### config.mk
export PLATFORM = sky130hd
export DESIGN_NAME = score_keeper
export DESIGN_NICKNAME = d
export VERILOG_FILES = /design/src/rtl/score_keeper_pkg.sv /design/src/rtl/bcd_digit.sv /design/src/rtl/score_keeper.sv
export SDC_FILE = /design/constraint.sdc
export NUM_CORES = 1
export LEC_CHECK = 0
export ABC_AREA = 1
export CAP_MARGIN = 15
export CORE_UTILIZATION = 60
export DETAILED_ROUTE_END_ITERATION = 8
export PLACE_DENSITY = 0.79
export SLEW_MARGIN = 25
export SYNTH_ARGS = -nofsm -noshare
export SYNTH_HDL_FRONTEND = slang
export SYNTH_HIERARCHICAL = 1
export SYNTH_SLANG_ARGS = --single-unit
### constraint.sdc
create_clock -name clk -period 3.2 [get_ports clk]
set_input_delay 0.64 -clock clk [delete_from_list [all_inputs] [get_ports clk]]
set_output_delay 0.64 -clock clk [all_outputs]
set_load 0.005 [all_outputs]
### src/rtl/score_keeper_pkg.sv
// Shared types for the score keeper: FSM states, BCD digit/score types and the
// default display-refresh divider.
package score_keeper_pkg;

    typedef enum logic [1:0] {
        ST_IDLE,
        ST_RUN,
        ST_OVER
    } state_e;

    typedef logic [3:0] bcd_t;
    typedef bcd_t [3:0] score_t;

    localparam int   REFRESH_DIV_DEF = 50000;
    localparam bcd_t BCD_MAX         = 4'd9;

endpackage

### src/rtl/bcd_digit.sv
// One registered BCD decade: clear, increment with ripple carry-out, hold when saturated.
// Next value is exported so the parent can register a display copy in the same cycle.
module bcd_digit
    import score_keeper_pkg::*;
(
    input  logic clk,
    input  logic rst_n,
    input  logic clr_i,
    input  logic inc_i,
    input  logic sat_i,
    output bcd_t dig_o,
    output bcd_t dig_nxt_o,
    output logic carry_o
);

    bcd_t dig_q;
    bcd_t dig_d;

    always_comb begin
        dig_d = dig_q;
        if (clr_i) begin
            dig_d = '0;
        end else if (inc_i && !sat_i) begin
            dig_d = (dig_q == BCD_MAX) ? '0 : dig_q + 4'd1;
        end
    end

    always_ff @(posedge clk or negedge rst_n) begin
        if (!rst_n) begin
            dig_q <= '0;
        end else begin
            dig_q <= dig_d;
        end
    end

    assign carry_o   = inc_i && (dig_q == BCD_MAX);
    assign dig_o     = dig_q;
    assign dig_nxt_o = dig_d;

endmodule

### src/rtl/score_keeper.sv
// Game score keeper: edge-detected controls, 4-digit BCD score with saturation, high score,
// registered display select (one cycle after a point edge) and a free-running refresh clock.
module score_keeper
    import score_keeper_pkg::*;
#(
    parameter int REFRESH_DIV = REFRESH_DIV_DEF
) (
    input  logic       clk,
    input  logic       rst_n,
    input  logic       start,
    input  logic       point,
    input  logic       game_over,
    input  logic       show_high,
    output logic [3:0] points_3,
    output logic [3:0] points_2,
    output logic [3:0] points_1,
    output logic [3:0] points_0,
    output logic       sevenseg_clk,
    output logic       new_high
);

    localparam int            CW       = (REFRESH_DIV > 1) ? $clog2(REFRESH_DIV) : 1;
    localparam logic [CW-1:0] DIV_LAST = CW'(REFRESH_DIV - 1);

    logic start_q, point_q, go_q, armed_q;
    logic start_edge, point_edge, go_edge;

    state_e state_q, state_d;
    logic   over_first_q, over_first_d;
    logic   score_clr, run_inc, beat;
    logic   [4:0] carry;
    score_t score_q, score_d, high_q, high_d, points_q, points_d;
    logic   new_high_q, new_high_d;
    logic   [CW-1:0] div_q, div_d;
    logic   seg_q, seg_d;

    // armed_q keeps the first post-reset sample from reading a held-high input as an edge
    assign start_edge = armed_q & start & ~start_q;
    assign point_edge = armed_q & point & ~point_q;
    assign go_edge    = armed_q & game_over & ~go_q;

    assign carry[0] = run_inc;

    // carry[4] fires only when an increment would roll 9999 over, so it doubles as saturate
    for (genvar i = 0; i < 4; i++) begin : g_dig
        bcd_digit u_dig (
            .clk      (clk),
            .rst_n    (rst_n),
            .clr_i    (score_clr),
            .inc_i    (carry[i]),
            .sat_i    (carry[4]),
            .dig_o    (score_q[i]),
            .dig_nxt_o(score_d[i]),
            .carry_o  (carry[i+1])
        );
    end

    always_comb begin
        state_d   = state_q;
        score_clr = 1'b0;
        run_inc   = 1'b0;
        case (state_q)
            ST_IDLE, ST_OVER: begin
                if (start_edge) begin
                    state_d   = ST_RUN;
                    score_clr = 1'b1;
                end
            end
            ST_RUN: begin
                run_inc = point_edge;
                if (go_edge) begin
                    state_d = ST_OVER;
                end
            end
            default: state_d = ST_IDLE;
        endcase

        over_first_d = (state_q == ST_RUN) && (state_d == ST_OVER);

        beat   = over_first_q && (score_q > high_q);
        high_d = beat ? score_q : high_q;

        new_high_d = new_high_q;
        if (beat) begin
            new_high_d = 1'b1;
        end
        if (score_clr) begin
            new_high_d = 1'b0;
        end

        points_d = show_high ? high_d : score_d;

        div_d = (div_q == DIV_LAST) ? '0 : div_q + CW'(1);
        seg_d = (div_q == DIV_LAST) ? ~seg_q : seg_q;
    end

    always_ff @(posedge clk or negedge rst_n) begin
        if (!rst_n) begin
            start_q      <= 1'b0;
            point_q      <= 1'b0;
            go_q         <= 1'b0;
            armed_q      <= 1'b0;
            state_q      <= ST_IDLE;
            over_first_q <= 1'b0;
            high_q       <= '0;
            new_high_q   <= 1'b0;
            points_q     <= '0;
            div_q        <= '0;
            seg_q        <= 1'b0;
        end else begin
            start_q      <= start;
            point_q      <= point;
            go_q         <= game_over;
            armed_q      <= 1'b1;
            state_q      <= state_d;
            over_first_q <= over_first_d;
            high_q       <= high_d;
            new_high_q   <= new_high_d;
            points_q     <= points_d;
            div_q        <= div_d;
            seg_q        <= seg_d;
        end
    end

    assign points_3     = points_q[3];
    assign points_2     = points_q[2];
    assign points_1     = points_q[1];
    assign points_0     = points_q[0];
    assign sevenseg_clk = seg_q;
    assign new_high     = new_high_q;

endmodule
==> impl_results.md <==
* Status: finished, final reports clean
* GPL Wtd Cong at approximately 0.91
* R2R depth at 20
* Post-CTS Setup Bufs at 0
* CTS resizes at 0
* RR Startpoint: state_q[0]
* Leak Pwr at ~2.2 nW
* DR pass1 iterations at 5
* Vias in the first global route at 3117
* Final period utilization at 0.8553
* CP arrival at between 2000 and 3000 ps
* Synth unique cells at 36
* RSZ-0062 raised after global routing: false
* RR Endpoint: points_3[3]
* Measured slew at the worst slew-check pin at between 700 and 800 ps
* Area leader, netlist: dfrtp_1
* Layout Nets at 543
* Final Hold Fails at 0
* FFs w/ async S/R, synth at 1.000
* Die Ht at ~83 µm
* Vias at 3180
* Syn Area/Cell at slightly above 8 µm²
* Final setup viols at 0
* Clock buffer depth at 2
* Drt via density at 5.309
* Peak supply drop at 439.6 µV
* Max-Cap Viols at 0
* Fillers at 518
* Largest net degree at the start of global routing at between 70 and 80
* Clk_lat worst skew at 350 ps
* Die Width at between 80 and 90 µm
* Worst R2R Setup Slack at 610 ps
* Drt wl/cell at ~13 µm
* Pwr Density at ~600 nW/µm²
* Iter 0 DRT Violations at approximately 150
* Worst Setup End Kind: flip-flop
* Largest stage delay, worst path at 470 ps
* WS Path Type: in2reg
* YS warnings at 6
* Worst Setup EP: points_3[3]
* Core Box Area at roughly 6400 µm²
* Gr usage total at 0.2475
* Crit-path max FO at 4
* Final Skew at between 9 and 10 ps
* Inserted Diodes at 0
* Synth area leaders: dfrtp_1, nand2_1, inv_1
* Final Hold Slack at about 250 ps
* Post-Syn Area at about 4000 µm²
* Drt total wl at 7864 µm
* Post-CTS Hold Fix Bufs at 0
* Cell family with most CP delay: simple AND/OR/NAND/NOR gates
* Synth Instances at roughly 500
* Worst Setup SP: point
* Cell chain of the critical path: clkdlybuf4s50_1, nand2_1, nor3_1, inv_1, nor2_1, inv_1, nor2_1, inv_1, nor2_1, inv_1, nor2_1, inv_1, nand2_1, inv_1, nand2_1, nand2_1, nand2_1, nor2_1, nand2_1, nand2_1
* Syn nets at roughly 500
* Sequential area share after synthesis at 0.4587
* Number of H-tree levels at 3
* IO Pins at 24
* Slew HR at 0.4962
* Initial antenna violation count at 0
* Critical path's most frequent cell: nand2_1
* Initial Utilization at 0.6236
* Clk pin slew, worst setup/hold paths at 70 ps
* Layout area overhead at 11.31%
* Synth top area share at 0.4587
* Max Slew Vio Count at 0
* CP max stage cell: clkdlybuf4s50_1
* EDFF count, synth at 0
* Die ar. at about 7000 µm²
* Top FF cell, synth: dfrtp_1
* Crit path time final at approximately 2700 ps
* Root Driver: clkbuf_8
* Total gr overflow at 0
* Critical Path Stages at 20
* PortBufs at 23
* Register bit count reported by yosys at between 70 and 80
* Clock buffer count from CTS at 9
* Setup_tns at 0 ps
* Worst hold path class: in2async
* Antenna-violating nets left at 0
* Num rows at 29
* # DRC at 0
* Worst path required time at 3430 ps
* Fmax at between 300 and 400 MHz
* CTS tree: built
* Post-DP HPWL at around 5500 µm
* Critical Path Start Type: input pin
* Ratio of cells with drive above 1 in the final layout at 0.1226
* Buf/Inv on CP at 7
* CTS sink cnt at 73
* First-pass GRT wire length at approximately 14000 µm
[state kept, by name, summed over array words and instances (netlist names), 2 cells and up]
signal and cells:
points_0 4, points_2 4, div_q 16, points_3 4, g_dig.u_dig/dig_o 16, high_q 16
state_q 2, points_1 4
[through the flow]
step	total power, W	utilization	instance area (µm²)	instances	setup slack (ps)
after floorplan	0.001770	-	3983	489	972.6
after global placement	0.002023	0.6675	4263	585	234.1
after detailed placement	0.002058	0.6675	4263	585	177.8
after CTS	0.002663	0.6910	4413	598	471.0
after global routing	0.002833	0.6942	4433	599	117.5
final	0.002641	0.6942	4433	599	463.0
[power breakdown]
part | switching (W) | internal [W] | total, W
Clock | 0.000309 | 0.000289 | 0.000598
Combinational | 0.000429 | 0.000405 | 0.000834
Sequential | 0.0000861 | 0.00112 | 0.00121
[logic make-up (layout without fill, tap and decap cells)]
group / count (synthesis) / count (layout) / synth area share
AND/OR/NAND/NOR: 258 / 258 / 0.3208
AO/OA/AOI/OAI: 38 / 38 / 0.05372
buffers and inverters: 97 / 130 / 0.1015
adder cells (fa/ha/maj): 17 / 17 / 0.05341
XOR/XNOR: 5 / 5 / 0.01100
flip-flops: 73 / 73 / 0.4587
other: 1 / 1 / 0.0009416
[metal layers]
layer	global-route usage	part of all wire	up-vias
met5	0	0	-
li1	-	-	1587
met3	0.05143	0.045	15
met4	0.08629	0.017	0
met1	0.3254	0.47	1506
met2	0.4098	0.46	72
[layout make-up]
| class | count | area, µm² | share of cell area |
|---|---|---|---|
| tap | 77 | 96.34 | 0.02173 |
| clock inverter | 1 | 5.005 | 0.001129 |
| inverter | 90 | 337.8 | 0.07621 |
| multi-input combinational | 319 | 1752 | 0.3951 |
| timing repair buffer | 27 | 270.3 | 0.06097 |
| sequential | 73 | 1827 | 0.4121 |
| clock buffer | 12 | 145.1 | 0.03274 |
[how the worst min path moves through the flow]
| stage | start | end | slack [ps] | cells past startpoint |
|---|---|---|---|---|
| floorplan | rst_n | armed_q | 340 | 0 |
| global placement | go_q | over_first_q | 440 | 1 |
| detailed placement | sevenseg_clk | sevenseg_clk | 460 | 1 |
| CTS | rst_n | high_q[8] | 460 | 1 |
| global route | rst_n | high_q[8] | 280 | 1 |
| finish | rst_n | high_q[8] | 250 | 1 |
[synthesized netlist by cell type, types with 2 or more instances]
library cell	n
nand3_1	27
nand2_2	16
xor2_1	5
nor2_1	55
nand3_2	9
o21a_1	6
nand2_1	101
nor2_2	7
inv_1	88
and2_4	9
dfrtp_1	73
buf_6	3
and2_1	7
clkbuf_1	2
nor4_1	4
a21oi_1	13
nand4_1	11
o21ai_0	14
ha_1	17
nor3_1	6
[worst reg2reg max path, delay by kind of cell, from the launching register on]
family,cells,cell delay (ps)
flip-flops,1,370
AND/OR/NAND/NOR,13,1690
buffers and inverters,7,450
[layout by cell type, fill, tap and decap left out, drive strengths merged, types with 6 or more instances in the layout]
master,n
nand2,119
inv,89
dfrtp,73
nor2,62
nand3,36
clkdlybuf4s50,22
ha,17
and2,16
o21ai,15
a21oi,13
clkbuf,12
nand4,11
nor3,7
o21a,6
No activity file was read; power rests on OpenSTA's default activity.
